==> src/rtl/dsm_stream_ctrl_if.sv <==
// -----------------------------------------------------------------------------
// dsm_stream_ctrl_if
// Wishbone (pipelined, single-beat) register bus used by dsm_stream_ctrl.
//   i_wb_cyc, i_wb_stb, i_wb_we : cycle, strobe, write enable (master -> slave)
//   i_wb_addr[31:0]             : byte address                (master -> slave)
//   i_wb_data[31:0]             : write data                  (master -> slave)
//   o_wb_ack                    : access acknowledge          (slave -> master)
//   o_wb_stall                  : stall, always 0 here        (slave -> master)
//   o_wb_data[31:0]             : read data, valid with ack   (slave -> master)
// Signal names keep the slave-side i_/o_ prefixes so the block ports read the
// same as the register map documentation.
// -----------------------------------------------------------------------------
interface dsm_stream_ctrl_if;
    logic        i_wb_cyc;
    logic        i_wb_stb;
    logic        i_wb_we;
    logic [31:0] i_wb_addr;
    logic [31:0] i_wb_data;
    logic        o_wb_ack;
    logic        o_wb_stall;
    logic [31:0] o_wb_data;

    modport slave (
        input  i_wb_cyc, i_wb_stb, i_wb_we, i_wb_addr, i_wb_data,
        output o_wb_ack, o_wb_stall, o_wb_data
    );

    modport master (
        output i_wb_cyc, i_wb_stb, i_wb_we, i_wb_addr, i_wb_data,
        input  o_wb_ack, o_wb_stall, o_wb_data
    );
endinterface

==> src/rtl/dsm_stream_ctrl.sv <==
// -----------------------------------------------------------------------------
// dsm_stream_ctrl
// Feeds 7-bit samples from a small FIFO into a delta-sigma modulator datapath
// at a programmable sample rate, and captures the datapath output code on
// every sample tick. Software fills the FIFO and controls the streamer via a
// 32-byte Wishbone register window at BASE_ADDR.
//
// Ports:
//   clk          : sole clock, rising edge
//   reset        : asynchronous, active-high
//   wb           : Wishbone slave (dsm_stream_ctrl_if.slave)
//   o_dsm_data   : sample presented to the DSM input register
//   o_dsm_load   : one-cycle strobe, DSM captures o_dsm_data on it
//   i_dsm_out    : DSM output code, captured into CAPT on each tick
//   o_irq        : level interrupt request
//
// Register map (byte offsets):
//   0x00 CTRL   b0 EN, b1 HOLD_LAST, b2 FLUSH (write-only, self-clearing),
//               b3 IRQ_MASK
//   0x04 DIV    sample period minus one (DIV_W bits)
//   0x08 DATA   write pushes b[6:0] into the FIFO
//   0x0C STATUS b[4:0] level, b5 full, b6 empty, b7 underflow (W1C),
//               b8 overflow (W1C), b[10:9] state
//   0x10 CAPT   DSM output code captured at the last tick
//
// Build option: define DSM_STREAM_IRQ_EN to enable the interrupt logic
// (IRQ_MASK storage and o_irq). Without it o_irq is tied low and CTRL.b3
// reads 0.
// -----------------------------------------------------------------------------
module dsm_stream_ctrl #(
    parameter logic [31:0] BASE_ADDR  = 32'h3000_0100,
    parameter int          FIFO_DEPTH = 8,
    parameter int          DIV_W      = 16
) (
    input  logic              clk,
    input  logic              reset,
    dsm_stream_ctrl_if.slave  wb,
    output logic [6:0]        o_dsm_data,
    output logic              o_dsm_load,
    input  logic [4:0]        i_dsm_out,
    output logic              o_irq
);

    localparam int PTR_W = (FIFO_DEPTH > 1) ? $clog2(FIFO_DEPTH) : 1;
    localparam int LVL_W = PTR_W + 1;

    localparam logic [LVL_W-1:0] FULL_LVL = LVL_W'(FIFO_DEPTH);
    localparam logic [LVL_W-1:0] LVL_ONE  = LVL_W'(1);
    localparam logic [PTR_W-1:0] PTR_ONE  = PTR_W'(1);
    localparam logic [DIV_W-1:0] CNT_ONE  = DIV_W'(1);

    localparam logic [2:0] OFF_CTRL   = 3'd0;
    localparam logic [2:0] OFF_DIV    = 3'd1;
    localparam logic [2:0] OFF_DATA   = 3'd2;
    localparam logic [2:0] OFF_STATUS = 3'd3;
    localparam logic [2:0] OFF_CAPT   = 3'd4;

    typedef enum logic [1:0] {
        S_IDLE     = 2'd0,
        S_RUN      = 2'd1,
        S_UNDERRUN = 2'd2
    } state_t;

    state_t state_reg, state_next;

    // ---------------------------------------------------------------- storage
    logic             en_reg;
    logic             hold_last_reg;
    logic             irq_mask_reg;
    logic [DIV_W-1:0] div_reg;
    logic [DIV_W-1:0] cnt_reg, cnt_next;
    logic [4:0]       capt_reg;
    logic             underflow_reg;
    logic             overflow_reg;
    logic [6:0]       last_sample_reg;
    logic [PTR_W-1:0] wr_ptr_reg;
    logic [PTR_W-1:0] rd_ptr_reg;
    logic [LVL_W-1:0] level_reg;
    logic [6:0]       mem [FIFO_DEPTH];

    // ------------------------------------------------------------ bus decode
    logic       bus_req, in_window, acc, wr_en, rd_en;
    logic [2:0] reg_off;
    logic       wr_ctrl, wr_div, wr_data, wr_status;
    logic [31:0] rd_word;

    assign bus_req   = wb.i_wb_cyc & wb.i_wb_stb;
    assign in_window = (wb.i_wb_addr[31:5] == BASE_ADDR[31:5]);
    assign acc       = bus_req & in_window;
    assign wr_en     = acc & wb.i_wb_we;
    assign rd_en     = acc & ~wb.i_wb_we;
    assign reg_off   = wb.i_wb_addr[4:2];

    assign wr_ctrl   = wr_en & (reg_off == OFF_CTRL);
    assign wr_div    = wr_en & (reg_off == OFF_DIV);
    assign wr_data   = wr_en & (reg_off == OFF_DATA);
    assign wr_status = wr_en & (reg_off == OFF_STATUS);

    // Byte lanes are not used and only the low bits of write data matter per
    // register; fold the rest into one sink so the whole bus counts as read.
    logic unused_bus;
    assign unused_bus = ^{wb.i_wb_addr[1:0], wb.i_wb_data};

    assign wb.o_wb_stall = 1'b0;

    // ---------------------------------------------------------- control path
    logic en_next;
    logic flush;
    logic tick;
    logic fifo_full, fifo_empty, fifo_empty_eff;
    logic push, pop;
    logic udf_set, ovf_set;

    // EN as it will be after this cycle; the FSM reacts to the write directly
    // so IDLE->RUN and RUN->IDLE both land on the cycle after the write.
    assign en_next = wr_ctrl ? wb.i_wb_data[0] : en_reg;
    assign flush   = wr_ctrl & wb.i_wb_data[2];

    assign fifo_full  = (level_reg == FULL_LVL);
    assign fifo_empty = (level_reg == '0);
    // A flush in the same cycle makes a coinciding tick see an empty FIFO.
    assign fifo_empty_eff = fifo_empty | flush;

    assign pop     = tick & ~fifo_empty_eff;
    // Full FIFO still accepts a push when a pop frees the head slot this cycle.
    assign push    = wr_data & ~flush & (~fifo_full | pop);
    assign ovf_set = wr_data & ~flush & fifo_full & ~pop;
    assign udf_set = tick & fifo_empty_eff;

    // FSM next-state, period counter and tick generation.
    always_comb begin
        state_next = state_reg;
        cnt_next   = cnt_reg;
        tick       = 1'b0;
        case (state_reg)
            S_IDLE: begin
                cnt_next = '0;
                if (en_next) begin
                    state_next = S_RUN;
                    cnt_next   = div_reg;
                end
            end
            S_RUN, S_UNDERRUN: begin
                if (cnt_reg == '0) begin
                    tick       = 1'b1;
                    cnt_next   = div_reg;
                    state_next = fifo_empty_eff ? S_UNDERRUN : S_RUN;
                end else begin
                    cnt_next = cnt_reg - CNT_ONE;
                end
                // A tick on the EN-clearing cycle still pops/loads above;
                // only the next state is overridden.
                if (!en_next) begin
                    state_next = S_IDLE;
                    cnt_next   = '0;
                end
            end
            default: begin
                state_next = S_IDLE;
                cnt_next   = '0;
            end
        endcase
    end

    always_ff @(posedge clk or posedge reset) begin
        if (reset) begin
            state_reg <= S_IDLE;
            cnt_reg   <= '0;
        end else begin
            state_reg <= state_next;
            cnt_reg   <= cnt_next;
        end
    end

    // ------------------------------------------------------ config registers
    always_ff @(posedge clk or posedge reset) begin
        if (reset) begin
            en_reg        <= 1'b0;
            hold_last_reg <= 1'b0;
            div_reg       <= '0;
        end else begin
            en_reg <= en_next;
            if (wr_ctrl) begin
                hold_last_reg <= wb.i_wb_data[1];
            end
            if (wr_div) begin
                div_reg <= wb.i_wb_data[DIV_W-1:0];
            end
        end
    end

    // Sticky flags: a set in the same cycle as a W1C wins.
    always_ff @(posedge clk or posedge reset) begin
        if (reset) begin
            underflow_reg <= 1'b0;
            overflow_reg  <= 1'b0;
        end else begin
            underflow_reg <= udf_set | (underflow_reg & ~(wr_status & wb.i_wb_data[7]));
            overflow_reg  <= ovf_set | (overflow_reg  & ~(wr_status & wb.i_wb_data[8]));
        end
    end

    // ------------------------------------------------------------------ FIFO
    always_ff @(posedge clk or posedge reset) begin
        if (reset) begin
            wr_ptr_reg <= '0;
            rd_ptr_reg <= '0;
            level_reg  <= '0;
        end else if (flush) begin
            wr_ptr_reg <= '0;
            rd_ptr_reg <= '0;
            level_reg  <= '0;
        end else begin
            if (push) begin
                wr_ptr_reg <= wr_ptr_reg + PTR_ONE;
            end
            if (pop) begin
                rd_ptr_reg <= rd_ptr_reg + PTR_ONE;
            end
            case ({push, pop})
                2'b10:   level_reg <= level_reg + LVL_ONE;
                2'b01:   level_reg <= level_reg - LVL_ONE;
                default: level_reg <= level_reg;
            endcase
        end
    end

    // Sample storage; no reset so it maps onto plain RAM. When full with a
    // simultaneous pop, the write slot equals the head slot: the read below
    // still returns the old head because both are sampled on the same edge.
    always_ff @(posedge clk) begin
        if (push) begin
            mem[wr_ptr_reg] <= wb.i_wb_data[6:0];
        end
    end

    // ------------------------------------------------------------ DSM feed
    // Strobe and data are registered together so the strobe always coincides
    // with valid data. Consequently a tick that completes on the EN-clearing
    // cycle shows its strobe in the first IDLE cycle; afterwards the strobe
    // stays low for as long as the block is idle.
    always_ff @(posedge clk or posedge reset) begin
        if (reset) begin
            o_dsm_load      <= 1'b0;
            o_dsm_data      <= '0;
            last_sample_reg <= '0;
            capt_reg        <= '0;
        end else begin
            o_dsm_load <= tick;
            if (tick) begin
                capt_reg <= i_dsm_out;
                if (pop) begin
                    o_dsm_data      <= mem[rd_ptr_reg];
                    last_sample_reg <= mem[rd_ptr_reg];
                end else begin
                    o_dsm_data <= hold_last_reg ? last_sample_reg : 7'd0;
                end
            end
        end
    end

    // ----------------------------------------------------------- interrupt
`ifdef DSM_STREAM_IRQ_EN
    localparam logic [LVL_W-1:0] HALF_LVL = LVL_W'(FIFO_DEPTH / 2);

    always_ff @(posedge clk or posedge reset) begin
        if (reset) begin
            irq_mask_reg <= 1'b0;
            o_irq        <= 1'b0;
        end else begin
            if (wr_ctrl) begin
                irq_mask_reg <= wb.i_wb_data[3];
            end
            o_irq <= irq_mask_reg & en_reg & ((level_reg <= HALF_LVL) | underflow_reg);
        end
    end
`else
    assign irq_mask_reg = 1'b0;
    assign o_irq        = 1'b0;
`endif

    // ------------------------------------------------------------- readback
    always_comb begin
        rd_word = '0;
        case (reg_off)
            OFF_CTRL: begin
                rd_word[0] = en_reg;
                rd_word[1] = hold_last_reg;
                rd_word[3] = irq_mask_reg;
            end
            OFF_DIV: begin
                rd_word[DIV_W-1:0] = div_reg;
            end
            OFF_STATUS: begin
                rd_word[LVL_W-1:0] = level_reg;
                rd_word[5]         = fifo_full;
                rd_word[6]         = fifo_empty;
                rd_word[7]         = underflow_reg;
                rd_word[8]         = overflow_reg;
                rd_word[10:9]      = state_reg;
            end
            OFF_CAPT: begin
                rd_word[4:0] = capt_reg;
            end
            default: begin
                rd_word = '0;
            end
        endcase
    end

    // Every in-window access is acked on the following cycle; read data is
    // returned with the ack and is zero otherwise.
    always_ff @(posedge clk or posedge reset) begin
        if (reset) begin
            wb.o_wb_ack  <= 1'b0;
            wb.o_wb_data <= '0;
        end else begin
            wb.o_wb_ack  <= acc;
            wb.o_wb_data <= rd_en ? rd_word : 32'd0;
        end
    end

endmodule

==> src/flat_wrapper.sv <==
// flat-port wrapper written by rule: the top's interface ports become plain ports
module dsm_stream_ctrl_flat 
#(
    parameter logic [31:0] BASE_ADDR  = 32'h3000_0100,
    parameter int          FIFO_DEPTH = 8,
    parameter int          DIV_W      = 16
)
  (clk, reset, o_dsm_data, o_dsm_load, i_dsm_out, o_irq, wb_i_wb_cyc, wb_i_wb_stb, wb_i_wb_we, wb_i_wb_addr, wb_i_wb_data, wb_o_wb_ack, wb_o_wb_stall, wb_o_wb_data);
  dsm_stream_ctrl_if wb_i ();
  input  logic clk;
  input  logic reset;
  output logic [6:0] o_dsm_data;
  output logic o_dsm_load;
  input  logic [4:0] i_dsm_out;
  output logic o_irq;
  input wire logic [$bits(wb_i.i_wb_cyc)-1:0] wb_i_wb_cyc;
  input wire logic [$bits(wb_i.i_wb_stb)-1:0] wb_i_wb_stb;
  input wire logic [$bits(wb_i.i_wb_we)-1:0] wb_i_wb_we;
  input wire logic [$bits(wb_i.i_wb_addr)-1:0] wb_i_wb_addr;
  input wire logic [$bits(wb_i.i_wb_data)-1:0] wb_i_wb_data;
  output wire logic [$bits(wb_i.o_wb_ack)-1:0] wb_o_wb_ack;
  output wire logic [$bits(wb_i.o_wb_stall)-1:0] wb_o_wb_stall;
  output wire logic [$bits(wb_i.o_wb_data)-1:0] wb_o_wb_data;
  assign wb_i.i_wb_cyc = wb_i_wb_cyc;
  assign wb_i.i_wb_stb = wb_i_wb_stb;
  assign wb_i.i_wb_we = wb_i_wb_we;
  assign wb_i.i_wb_addr = wb_i_wb_addr;
  assign wb_i.i_wb_data = wb_i_wb_data;
  assign wb_o_wb_ack = wb_i.o_wb_ack;
  assign wb_o_wb_stall = wb_i.o_wb_stall;
  assign wb_o_wb_data = wb_i.o_wb_data;
  dsm_stream_ctrl #(.BASE_ADDR(BASE_ADDR), .FIFO_DEPTH(FIFO_DEPTH), .DIV_W(DIV_W)) u_core (.clk(clk), .reset(reset), .wb(wb_i), .o_dsm_data(o_dsm_data), .o_dsm_load(o_dsm_load), .i_dsm_out(i_dsm_out), .o_irq(o_irq));
endmodule
==> config.mk <==
export PLATFORM = sky130hd
export DESIGN_NAME = dsm_stream_ctrl_flat
export DESIGN_NICKNAME = d
export VERILOG_FILES = /design/src/rtl/dsm_stream_ctrl_if.sv /design/src/rtl/dsm_stream_ctrl.sv /design/src/flat_wrapper.sv
export SDC_FILE = /design/constraint.sdc
export NUM_CORES = 1
export LEC_CHECK = 0
export ABC_AREA = 1
export BUFFER_PORTS_ARGS = -buffer_cell sky130_fd_sc_hd__buf_2
export CAP_MARGIN = 25
export CORE_MARGIN = 1.5
export CORE_UTILIZATION = 60
export CTS_BUF_LIST = sky130_fd_sc_hd__clkbuf_2
export DETAILED_ROUTE_END_ITERATION = 10
export PLACE_DENSITY = 0.95
export SLEW_MARGIN = 20
export SYNTH_ARGS = -nofsm -noshare
export SYNTH_HDL_FRONTEND = slang
export SYNTH_SLANG_ARGS = --single-unit
==> constraint.sdc <==
create_clock -name clk -period 9.5 [get_ports clk]
set_clock_uncertainty 0.1 [all_clocks]
set_input_delay 2.375 -clock clk [delete_from_list [all_inputs] [get_ports clk]]
set_output_delay 2.375 -clock clk [all_outputs]
set_load 0.005 [all_outputs]
Word-level counts from Yosys, hierarchy flattened
Memories as Yosys holds them, arrays and structs flattened.
Cells that the tools add are included.
Widths: inputs -> output; s select.
{ "totals": {"inputBits": 74, "register_bits": 101, "ramBits": 56, "out_inout_bits": 43, "n_memories": 1} }
{ "op_classes": {"reduce_logical": 10, "bitwise_logic": 30, "addsub": 5, "n_eq_ne": 12, "mux": 29} }
{ "memory_table": {"columns": ["name", "words", "width", "read_ports", "rd_ports_with_merged_regs", "wr", "line_no", "text"], "rows": [
  ["u_core.mem", 8, 7, 1, 0, 1, "dsm_stream_ctrl.sv:79", "logic [6:0] mem [FIFO_DEPTH];"]
]} }
{ "ops": {"columns": ["operator", "count"], "rows": [
  ["$mux 16", 4],
  ["$pmux 16 s2", 1],
  ["$eq 27x25->1 const B", 1],
  ["$and 1x1->1", 19],
  ["$logic_not 16->1", 1],
  ["$sub 16x1->16 const B", 1],
  ["$mux 7", 2],
  ["$mux 3", 4],
  ["$pmux 6 s2", 1],
  ["$mux 2", 4],
  ["$pmux 2 s4", 1],
  ["$pmux 4 s2", 1],
  ["$not 1->1", 7],
  ["$add 3x1->3 const B", 2],
  ["$eq 3x2->1 const B", 2],
  ["$pmux 1 s3", 2],
  ["$mux 1", 5],
  ["$mux 5", 1],
  ["$add 4x1->4 const B", 1],
  ["$eq 2x1->1 const B", 2],
  ["$eq 2x2->1 const B", 2],
  ["$eq 4x4->1 const B", 1],
  ["$logic_not 4->1", 1],
  ["$mux 4", 1],
  ["14 further kinds", 19]
]} }

Longest topological paths before layout
Gate-level depths: netlist of run 1.
{ "depth": {"depth_word": 13, "mapped_depth": 21} }

Worst setup path before layout of run 1
Ideal clock, no wire load.
{ "synth_path": {"path_kind": "input -> register", "startpoint": "input port wb_i_wb_addr[31]", "endpoint": "register u_core.level_reg[1]", "t_arrival_ns": 4.438, "setup_slack_ns": 4.848, "path_buffers": 0, "t_required_ns": 9.286, "path_stages": 15, "path_cell_list": "nand3b_1 > nor2_1 > nand2_1 > nor2_4 > nand2_2 > nor2_1 > nand2_1 > ha_1 > nand2_1 > inv_1 > nor2_1 > ha_1 > mux2_2 > nand2_1 > inv_1"} }
{ "synth_between": {"elab_chain_cells": 13, "elab_cells_between_ends": 18, "cone_classes": "eq/ne (3); mux (2); bitwise (12); reduce/logical (1)"} }
{ "synth_lines": {"columns": ["item", "line_no", "text"], "rows": [
  ["start: declaration", "flat_wrapper.sv:19", "input wire logic [$bits(wb_i.i_wb_addr)-1:0] wb_i_wb_addr;"],
  ["$eq 27x25->1 (*)", "dsm_stream_ctrl.sv:88", "assign in_window = (wb.i_wb_addr[31:5] == BASE_ADDR[31:5]);"],
  ["$and 1x1->1 (*)", "dsm_stream_ctrl.sv:89", "assign acc = bus_req & in_window;"],
  ["net u_core.acc", "dsm_stream_ctrl.sv:82", "logic bus_req, in_window, acc, wr_en, rd_en;"],
  ["$and 1x1->1 (*)", "dsm_stream_ctrl.sv:90", "assign wr_en = acc & wb.i_wb_we;"],
  ["$and 1x1->1", "dsm_stream_ctrl.sv:94", "assign wr_ctrl = wr_en & (reg_off == OFF_CTRL);"],
  ["$and 1x1->1", "dsm_stream_ctrl.sv:117", "assign flush = wr_ctrl & wb.i_wb_data[2];"],
  ["$or 1x1->1", "dsm_stream_ctrl.sv:122", "assign fifo_empty_eff = fifo_empty | flush;"],
  ["$not 1->1", "dsm_stream_ctrl.sv:124", "assign pop = tick & ~fifo_empty_eff;"],
  ["$and 1x1->1", "dsm_stream_ctrl.sv:124", null],
  ["$or 1x1->1", "dsm_stream_ctrl.sv:126", "assign push = wr_data & ~flush & (~fifo_full | pop);"],
  ["$and 1x1->1", "dsm_stream_ctrl.sv:126", null],
  ["$eq 2x1->1 or $eq 2x2->1 (tied branches)", "dsm_stream_ctrl.sv:220", "case ({push, pop})"],
  ["$pmux 4 s2", "dsm_stream_ctrl.sv:220", null],
  ["$mux 4", "dsm_stream_ctrl.sv:209", "end else if (flush) begin"],
  ["end signal: assignment", "dsm_stream_ctrl.sv:221", "2'b10: level_reg <= level_reg + LVL_ONE;"],
  ["end signal: assignment", "dsm_stream_ctrl.sv:222", "2'b01: level_reg <= level_reg - LVL_ONE;"],
  ["end signal: assignment", "dsm_stream_ctrl.sv:223", "default: level_reg <= level_reg;"],
  ["end: declaration", "dsm_stream_ctrl.sv:78", "logic [LVL_W-1:0] level_reg;"]
]} }
The timed path passes the listed nets; every way through them passes the cells marked *.
A chain may end at the register's enable or synchronous reset.

Final worst setup path of run 1
{ "layout_path": {"startpoint": "input port wb_i_wb_addr[22]", "endpoint": "register u_core.level_reg[2]"} }
The elaborated chain is that of the path after synthesis.

==> metrics list, run 1 <==
- The initial utilization of the core area, before any placement, comes to 62.50%.
* Buffers inserted during post-CTS setup optimization: 0
- During synthesis, Yosys emitted a total of 0 warnings.
* Class of the most critical hold timing path: flop to flop
- Residual DRC count: 0
- For the pin with the worst max-slew slack, the measured transition is 0.9544 ns.
* Hold Crit Start: u_core.last_sample_reg[3]
- In this design, the stage delay of the slowest critical-path cell is 0.43 ns.
- From left edge to right edge, the die measures 110.0 um.
- For the finished layout, the period the worst path requires is 4.468 ns.
- Type of the worst setup path: input port to flop
* TritonCTS clock tree: built
* Io pins: 117
* Count of flip-flops with a built-in enable after synthesis: 56
- Full die area: 12090 um^2
* Top cell type by total area after synthesis: sky130_fd_sc_hd__dfrtp_1
* Number of inserted filler cells in the final layout: 755
- After synthesis, the largest area contributor takes up 30.99% of total cell area.
- Crit end category: flop
- Dividing total power by cell area gives a power density of 252.0 nW/um^2.
- The detail route stage leaves a number of antenna-violating nets equal to 0.
- The most used flip-flop cell after synthesis is sky130_fd_sc_hd__dfrtp_1.
- Clock latency on the worst-skew pair, taken at its later pin, is 0.70 ns.
* Root cell of the clock tree: sky130_fd_sc_hd__clkbuf_2
- Pre-CTS setup slack: 4.378 ns
* HPWL reported at the end of detailed placement: 10.97 mm
- Before antenna repair, the detailed router went through 5 iterations.
- The number of placed instances, taps included, is 939.
- Routed length per placed instance: 16.47 um
- Adding up every negative setup slack in the final design gives 0 ns.
- Synthesized area per cell: 9.326 um^2
* Critical-path maximum fanout: 6
- Max-cap violations in this run came to 0.
* Area growth from synthesis to layout: 10.86%
- The first routing iteration left 595 violations.
- Post-synthesis cell count: 736
* Via density: 5.711
- Total leakage power: 3.727 nW
- Total routing usage reported by global routing: 28.16%
- Among all cell types in the netlist, the one instantiated most often is sky130_fd_sc_hd__nand2_1.
- Critical Path Source: wb_i_wb_addr[22]
- The cell that appears most often on the critical path is sky130_fd_sc_hd__nand2_1.
- In the final layout, the multi-input gates occupy 2648 um^2.
* Row Count: 38
- The H-tree generated during clock tree synthesis spans 4 levels.
- Register containing the most flip-flops in the final layout: u_core.mem
- The worst setup path is launched from an input port.
- Synth unique cells: 42
- Slew HR: 36.37%
* CTS sink cnt: 141
* Run status: finished, final reports clean
- At the end of routability-driven placement, the weighted congestion stood at 0.8759.
- Post-Syn Area: 6864 um^2
- Post-route fraction of the period consumed by the critical path: 47.03%
- Share of synthesized registers carrying an async set or reset: 60.28%
* Die outline height: 110.0 um
* CP required: 10.04 ns
- Clock-pin slew was measured on the worst setup and hold paths at 0.19 ns.
- On the final layout, the worst hold slack is 0.4050 ns.
- The number of antenna violations at the first check in global routing is 1.
- The total count of hold-check failures in the final report came to 0.
* Wire length of the first global-routing pass: 25.09 mm
- TritonCTS created 17 clock buffers.
* Pin count of the biggest net entering global routing: 86
- Synthesis-stage register bit count: 141
- RSZ-0062 raised after global routing: no
- The largest individual stage delay along the critical path comes from the cell sky130_fd_sc_hd__nor2_1.
- After floorplanning, the core was sized to cover 10980 um^2.
- Cells with a size suffix above 1 make up 20.22% of the layout.
* Final nets: 900
* Worst voltage drop across the vdd grid: 0.0001780 V
- Post-layout instance count excluding filler cells: 972
- Data arrival, critical path: 5.01 ns
- Maximum root-to-sink buffer count: 2
- Final wirelength: 16.01 mm
- Post_cts resized: 0
* Seq/Total Area, Yosys: 55.49%
- In this run, post-CTS hold repair placed 0 buffers.
- The critical path goes through buf_2 > nor2_1 > nand2_1 > nor2_1 > nand2_1 > nor2_4 > nand2_2 > nor2_1 > nand2_1 > ha_1 > nand2_1 > inv_1 > nor2_1 > ha_1 > a21oi_1 > xor2_1 > o21ai_0 > nand2_1 > inv_1.
- Number of buffer cells added on primary ports: 80
- The number of global-route vias before repair came to 5345.
- Setup violations remaining at the end of the flow were counted as 0.
- Setup slack on the critical path of the routed design comes to 5.032 ns.
- Storage element area: 3809 um^2
* Critical R2R Launch: u_core.cnt_reg[0]
- Most numerous cell types in the synthesized netlist: 188 x sky130_fd_sc_hd__nand2_1, 85 x sky130_fd_sc_hd__dfrtp_1, 84 x sky130_fd_sc_hd__nor2_1
- Across all layers, the routed design uses 5551 vias.
* Max Freq: 0.2238 GHz
* Total overflow reported by the global router: 0
- Flip-flop count of the largest register, all copies and words added: 56
- By area the synthesized netlist is led by sky130_fd_sc_hd__dfrtp_1 31%, sky130_fd_sc_hd__edfxtp_1 24%, sky130_fd_sc_hd__nand2_1 10%.
- Final Max Tran Viols: 0
[worst max-delay path, delay by kind of cell]
family | cells | cell delay, ns
XOR/XNOR | 1 | 0.16
AND/OR/NAND/NOR | 11 | 1.59
buffers and inverters | 3 | 0.22
adder cells (fa/ha/maj) | 2 | 0.45
AO/OA/AOI/OAI | 2 | 0.22
[per-layer routing]
layer	vias up	global-route usage (%)	wire length, um
met4	0	11.41	352
met5	-	0	0
met2	375	46.98	8063
met3	50	7.054	1651
met1	2573	35.16	5943
li1	2553	-	-
[stage by stage]
| step | area [um^2] | util (%) | power [mW] |
|---|---|---|---|
| floorplan | 6928 | - | 1.299 |
| global placement | 7284 | 66.32 | 1.405 |
| detailed placement | 7284 | 66.32 | 1.461 |
| CTS | 7604 | 69.23 | 1.900 |
| global route | 7610 | 69.29 | 2.025 |
| finish | 7610 | 69.29 | 1.918 |
[report_power, final]
group          switching, mW  total [mW]  internal, mW
clock                  0.212       0.441         0.229
sequential            0.0170       0.698         0.681
combinational          0.527       0.779         0.252
[worst paths after layout]
check                                                  to  slack, ns  cells after the start
worst min register to register  u_core.last_sample_reg[3]       0.41                      2
max in group asynchronous              u_core.div_reg[11]       7.00                      3
worst max-delay path                  u_core.level_reg[2]       5.03                     19
min in group asynchronous          u_core.wb.o_wb_data[2]       1.74                      3
worst max register to register        u_core.level_reg[2]       5.95                     21
worst min-delay path            u_core.last_sample_reg[3]       0.41                      2
[cells in the final DEF (no fill, tap or decap), types with 18 or more instances in the layout]
master,netlist,layout
sky130_fd_sc_hd__buf_2,2,80
sky130_fd_sc_hd__clkbuf_2,0,20
sky130_fd_sc_hd__conb_1,1,18
sky130_fd_sc_hd__dfrtp_1,85,85
sky130_fd_sc_hd__edfxtp_1,56,56
sky130_fd_sc_hd__inv_1,57,56
sky130_fd_sc_hd__nand2_1,188,188
sky130_fd_sc_hd__nand3_1,76,76
sky130_fd_sc_hd__nor2_1,84,84
sky130_fd_sc_hd__o21ai_0,20,20
[kinds of logic after synthesis]
| group | Yosys count | share of synthesized area, % |
|---|---|---|
| AND/OR/NAND/NOR | 401 | 26.89 |
| XOR/XNOR | 18 | 2.297 |
| adder cells (fa/ha/maj) | 8 | 1.458 |
| buffers and inverters | 100 | 6.872 |
| multiplexers | 13 | 2.242 |
| other | 1 | 0.05463 |
| flip-flops | 141 | 55.49 |
| AO/OA/AOI/OAI | 54 | 4.703 |
[area by class of cell]
class	count	share of cell area [%]
Sequential cell	141	50.05
Multi-Input combinational cell	512	34.79
Timing Repair Buffer	81	5.409
Inverter	65	3.223
Clock inverter	12	2.877
Tap cell	140	2.302
Clock buffer	20	1.315
Antenna cell	1	0.03288
No activity file was read; power rests on OpenSTA's default activity.
==> run 2, diff against run 1 <==
- CORE_UTILIZATION: 60 -> 53
- PLACE_DENSITY: 0.95 -> 0.9
- clock period: 9.5 -> 4.1 ns (I/O delays scaled with it)
==> metrics list, run 2 (synthesis results as in run 1) <==
* Routability cong.: 0.8891
* Data arrival, critical path: 3.94 ns
- Startpoint type of the worst setup path: flop
* Total leakage power: 3.705 nW
* Initial antenna violation count: 0
* Pin count of the biggest net entering global routing: 52
- Dividing total power by cell area gives a power density of 558.5 nW/um^2.
- The startpoint identified for the worst register-to-register timing path is u_core.cnt_reg[0].
* DIE WIDTH: 116.8 um
* Number of routed nets with antenna violations: 0
* Final Max Tran Viols: 0
- Number of buffers created by CTS: 17
- In this run the worst hold path is classified as input port to async pin.
* TritonCTS clock tree: built
- After global routing the overflow that remains totals 0.
- Std-Cell Core Area: 12620 um^2
- The area growth from synthesis to layout is 10.99%.
* R2r worst-path depth: 19
* Flip-flop count of the largest register, all copies and words added: 56
* RSZ-0062 raised after global routing: no
- The most critical setup path has its endpoint at u_core.level_reg[1].
* HPWL reported at the end of detailed placement: 10.74 mm
- The net count of the finished layout is 904.
* Commonest non-fill, non-tap cells in the layout: 188 x sky130_fd_sc_hd__nand2_1, 85 x sky130_fd_sc_hd__dfrtp_1, 84 x sky130_fd_sc_hd__nor2_1
- Critical-path maximum fanout: 17
* Max Freq: 0.2938 GHz
* Number of buffer cells added on primary ports: 80
* Buffers inserted during post-CTS setup optimization: 0
- STA puts the critical path data required time at 4.64 ns.
- Final wirelength: 15.33 mm
* Worst voltage drop across the vdd grid: 0.0003989 V
- Total routing usage reported by global routing: 23.70%
- Clock slew at the register clock pins of the worst setup and hold paths: 0.22 ns
- H-Tree Level Count: 4
- CTS placed an instance of sky130_fd_sc_hd__clkbuf_2 at the clock tree root.
- Util after Layout: 60.37%
- Across the run, the number of max-cap violations was 0.
- After routing, the total negative slack on setup checks comes to 0 ns.
* Number of inserted filler cells in the final layout: 1016
- The die is 116.8 um tall.
- Transition time at the pin with the least slew margin: 0.9465 ns
- Row Count: 41
- The worst pin sits at a relative slew slack of 36.83%.
- Hold violation count in the final report: 0
* Post-cts hold buffer count: 0
- In this run the critical register-to-register path is captured at u_core.level_reg[1].
- Power comes to 4.255 mW.
- In this run the deepest clock path goes through 2 buffers.
- Residual DRC count: 0
- Wire length of the first global-routing pass: 24.65 mm
- Detailed routing inserted a total of 5469 vias.
- Number of global-route vias before repair: 5262
* Full die area: 13640 um^2
- Final min period: 3.404 ns
- Once the floorplan was initialized, standard cells occupied 54.39% of the core.
* Routed length per placed instance: 15.21 um
- Cells with a size suffix above 1 make up 20.48% of the layout.
* Critical Path Source: u_core.cnt_reg[0]
* Post-route fraction of the period consumed by the critical path: 83.02%
- Register containing the most flip-flops in the final layout: u_core.mem
- CTS sink cnt: 141
- The run finished with clean final reports.
- Type of the worst setup path: flop to flop
- Router iterations before antenna repair: 5
* Via density: 5.426
* Post_cts resized: 0
- During I/O placement, the number of pins put on the boundary was 117.
- Leading cell type in the layout, fill and taps excluded: sky130_fd_sc_hd__nand2_1
- Later-pin clock latency in the skew report: 0.72 ns
* Final number of setup-violating endpoints: 0
* Crit end category: flop
- Iteration-0 DRC count of the detailed router: 580
- FF-to-FF setup slack: 0.70 ns
==> run 2: stage by stage <==
stage / std cells / hold WS (ns) / area (um^2) / worst slack, ns
finish: 1008 / 0.3105 / 7619 / 0.6960
global route: 1007 / 0.3647 / 7616 / 0.4519
CTS: 1007 / 0.3102 / 7616 / 0.7174
detailed placement: 975 / 0.3616 / 7355 / 0.3628
global placement: 975 / 0.3566 / 7355 / 0.4834
floorplan: 753 / 0.3422 / 6928 / 0.7815
==> run 2: cell type report <==
type | count | area, um^2 | area share (%)
clock buffers | 19 | 95.09 | 1.248
inverters | 65 | 245.2 | 3.219
well taps | 172 | 215.2 | 2.825
multi-input cells | 512 | 2648 | 34.75
diodes | 1 | 2.502 | 0.03285
clock inverters | 13 | 166.4 | 2.184
repair buffers | 85 | 437.9 | 5.748
flip-flops and latches | 141 | 3809 | 49.99
==> run 2: how the worst min path moves through the flow <==
stage | end | start | cells past startpoint | slack [ns]
after floorplan | u_core.capt_reg[2] | u_core.capt_reg[2] | 2 | 0.34
after global placement | u_core.capt_reg[2] | u_core.capt_reg[2] | 2 | 0.36
after detailed placement | u_core.capt_reg[2] | u_core.capt_reg[2] | 2 | 0.36
after CTS | u_core.div_reg[4] | reset | 2 | 0.31
after global routing | u_core.div_reg[4] | reset | 2 | 0.36
final | u_core.div_reg[3] | reset | 2 | 0.31
==> run 2: routing by layer <==
metal / wire length [um] / vias to the layer above / global-route usage (%)
met5: 0 / - / 0
met4: 486 / 0 / 10.04
met3: 1149 / 48 / 5.355
met2: 7506 / 266 / 39.42
met1: 6185 / 2607 / 30.16
li1: - / 2548 / -
==> run 2: power by group <==
part           internal, mW  switching (mW)  leakage, nW  total, mW
registers              1.58          0.0399         1.64       1.62
logic                 0.585            1.18         1.91       1.76
clock network         0.351           0.522        0.153      0.873
==> run 2: critical path, stage by stage (launching register included) <==
cell and delay [ns]:
sky130_fd_sc_hd__dfrtp_1 0.42, sky130_fd_sc_hd__inv_1 0.13, sky130_fd_sc_hd__ha_1 0.25, sky130_fd_sc_hd__nand3_4 0.13, sky130_fd_sc_hd__nor2_2 0.11, sky130_fd_sc_hd__nand2_2 0.08, sky130_fd_sc_hd__nor2_4 0.13, sky130_fd_sc_hd__nand2_4 0.09
sky130_fd_sc_hd__nor2_8 0.19, sky130_fd_sc_hd__nand3_4 0.26, sky130_fd_sc_hd__nand2_8 0.18, sky130_fd_sc_hd__nand2_1 0.09, sky130_fd_sc_hd__ha_1 0.25, sky130_fd_sc_hd__nand2_1 0.10, sky130_fd_sc_hd__inv_1 0.05, sky130_fd_sc_hd__nor2_1 0.16
sky130_fd_sc_hd__ha_1 0.26, sky130_fd_sc_hd__mux2_2 0.25, sky130_fd_sc_hd__nand2_1 0.06, sky130_fd_sc_hd__inv_1 0.04
==> run 3, diff against run 2 <==
- CORE_UTILIZATION: 53 -> 58
- PLACE_DENSITY: 0.9 -> 0.93
- clock period: 4.1 -> 3.6 ns (I/O delays scaled with it)
==> metrics list, run 3 (synthesis results as in run 1) <==
- Worst voltage drop across the vdd grid: 0.0004403 V
* Data arrival, critical path: 3.79 ns
* Hold slack final: 0.1403 ns
- In this run the standard cell core region covers 11470 um^2.
* Class of the most critical hold timing path: input port to async pin
- For the worst flop-to-flop path, the logic depth is 19.
* Total leakage power: 3.718 nW
* Die outline height: 111.8 um
- Slew HR: 38.85%
- Max-capacitance violation count: 0
- Via density: 5.651
- For this run, the share of the core covered by cells in the final layout is 66.32%.
- Row Count: 39
- The clock network accounts for 19.1% of the total power.
* Hold violation count in the final report: 0
- Pre-CTS setup slack: 0.1935 ns
- Residual DRC count: 0
* Iteration-0 DRC count of the detailed router: 602
* Post_cts resized: 0
* Power dissipated by switching net loads: 2.081 mW
* Critical-path maximum fanout: 9
- For the pin with the worst max-slew slack, the measured transition is 0.9163 ns.
- Router iterations before antenna repair: 7
* H-Tree Level Count: 4
- Total overflow reported by the global router: 0
- Io pins: 117
* Initial cell density of the core: 59.86%
* Startpoint type of the worst setup path: flop
- Final wirelength: 15.89 mm
* Final Max Tran Viols: 0
- Via Count: 5561
- The worst path uses 89.17% of the clock period.
* Later-pin clock latency in the skew report: 0.76 ns
* CP required: 4.18 ns
- Routability-driven placement finished with a final weighted congestion of 0.8945.
- The run finished with clean final reports.
- Total Neg Setup Slack: 0 ns
* Area growth from synthesis to layout: 10.79%
- Once routing completed, OpenROAD measured the worst setup slack at 0.3897 ns.
- Area occupied by multi-input gates: 2648 um^2
* Gate power share: 43.0%
- Storage element area: 3809 um^2
- Counting along the longest clock path gives a buffer depth of 2.
- Total routing usage reported by global routing: 26.44%
- Post-cts hold buffer count: 0
- The library cell used most frequently in the layout, excluding fill and tap cells, is sky130_fd_sc_hd__nand2_1.
- The register with the most flip-flops in the layout has 56 of them.
- The number of global-route vias before repair was 5412.
- Register containing the most flip-flops in the final layout: u_core.mem
* Number of buffers created by CTS: 17
- Clock-pin slew was measured on the worst setup and hold paths at 0.22 ns.
- Power density cells: 639.8 nW/um^2
- In this run the clock root is driven by a sky130_fd_sc_hd__clkbuf_2.
- RSZ-0062 raised after global routing: no
- The top cell types in the final layout, fill and taps aside, are 188 x sky130_fd_sc_hd__nand2_1, 85 x sky130_fd_sc_hd__dfrtp_1, 84 x sky130_fd_sc_hd__nor2_1.
- In this run switching power makes up 42.78% of total power.
* Number of buffer cells added on primary ports: 80
- Initial antenna violation count: 1
- After filler insertion, the fill cell instance count of the layout stands at 801.
- Fraction of layout instances using a drive strength above 1: 20.95%
- Entering global routing, the biggest net connects 49 pins.
- The setup path with the least slack is of type flop to flop.
- HPWL reported at the end of detailed placement: 10.78 mm
* Routed length per placed instance: 16.15 um
- Cell internal power was estimated by the tool at 2.784 mW.
- CTS sink cnt: 141
* Crit end category: flop
- Final number of setup-violating endpoints: 0
* Part of the power in registers: 37.9%
- The first global-routing pass estimated 25.89 mm of wire.
- Full die area: 12500 um^2
- The detail route stage leaves a number of antenna-violating nets equal to 0.
- Final min period: 3.210 ns
- The final layout contains 909 nets.
* Buffers inserted during post-CTS setup optimization: 0
- Max Freq: 0.3115 GHz
- TritonCTS built the clock tree.
- Measured along the x axis, the die boundary spans 111.8 um.
## run 3: changes by cell type in the layout (fill, tap and decap cells not counted)
cell / before / now
sky130_fd_sc_hd__clkinv_2: 2 / 4
sky130_fd_sc_hd__clkinv_4: 3 / 2
sky130_fd_sc_hd__buf_4: 5 / 9
sky130_fd_sc_hd__inv_6: 3 / 2
sky130_fd_sc_hd__buf_12: 0 / 1
sky130_fd_sc_hd__bufinv_16: 3 / 2
sky130_fd_sc_hd__clkbuf_2: 19 / 18
sky130_fd_sc_hd__clkinvlp_4: 2 / 4
## run 3: final cells by class
type                       instances  area share, %
timing repair buffer              90          6.417
clock buffer                      18          1.185
tap                              143          2.353
sequential                       141          50.08
antenna                            1        0.03291
inverter                          65          3.225
multi-input combinational        512          34.81
clock inverter                    14          1.892
## run 3: path summary, 6_finish.rpt
kind | from | endpoint | slack [ns]
setup / recovery | u_core.cnt_reg[0] | u_core.level_reg[1] | 0.39
hold / removal | reset | u_core.capt_reg[3] | 0.14
setup reg to reg | u_core.cnt_reg[0] | u_core.level_reg[1] | 0.39
hold reg to reg | u_core.last_sample_reg[3] | u_core.last_sample_reg[3] | 0.41
max in group asynchronous | reset | u_core.wb.o_wb_data[14] | 2.57
min in group clk | wb_i_wb_data[12] | u_core.div_reg[12] | 0.23
## run 3: power by group through the flow
| stage | clock, mW | combinational [mW] | sequential, mW |
|---|---|---|---|
| 2_1_floorplan | 0 | 1.56 | 1.86 |
| 3_3_place_gp | 0 | 1.89 | 1.87 |
| 3_5_place_dp | 0 | 2.02 | 1.87 |
| 4_1_cts | 0.923 | 2.04 | 1.84 |
| 5_1_grt | 0.993 | 2.28 | 1.85 |
| 6_report | 0.931 | 2.09 | 1.84 |
## run 3: per-stage QoR
| step | power [mW] | area, um^2 | cells |
|---|---|---|---|
| after floorplan | 3.427 | 6928 | 753 |
| final | 4.866 | 7605 | 984 |
| after detailed placement | 3.887 | 7368 | 951 |
| after global routing | 5.117 | 7605 | 984 |
| after global placement | 3.757 | 7368 | 951 |
| after CTS | 4.804 | 7602 | 983 |
## run 3: critical path: stages, from the launching register on
cell and delay, ns:
sky130_fd_sc_hd__dfrtp_1 0.42, sky130_fd_sc_hd__inv_1 0.14, sky130_fd_sc_hd__ha_1 0.25, sky130_fd_sc_hd__nand3_4 0.12, sky130_fd_sc_hd__nor2_2 0.11, sky130_fd_sc_hd__nand2_2 0.09
sky130_fd_sc_hd__nor2_4 0.13, sky130_fd_sc_hd__nand2_4 0.10, sky130_fd_sc_hd__nor2_8 0.19, sky130_fd_sc_hd__nand3_4 0.13, sky130_fd_sc_hd__nand2_8 0.11, sky130_fd_sc_hd__nand2_1 0.08
sky130_fd_sc_hd__ha_1 0.26, sky130_fd_sc_hd__nand2_1 0.09, sky130_fd_sc_hd__inv_1 0.04, sky130_fd_sc_hd__nor2_1 0.14, sky130_fd_sc_hd__ha_1 0.26, sky130_fd_sc_hd__mux2_2 0.26
sky130_fd_sc_hd__nand2_1 0.06, sky130_fd_sc_hd__inv_1 0.04
## run 3: layer usage
metal  vias to the layer above  share of wire (%)  wire, um  global-route usage (%)
met4                         0                2.6       409                   10.04
met2                       307                 50      7892                   44.19
met1                      2635                 39      6243                   33.36
li1                       2572                  -         -                       -
met3                        47                8.5      1344                   6.696
met5                         -                  0         0                       0
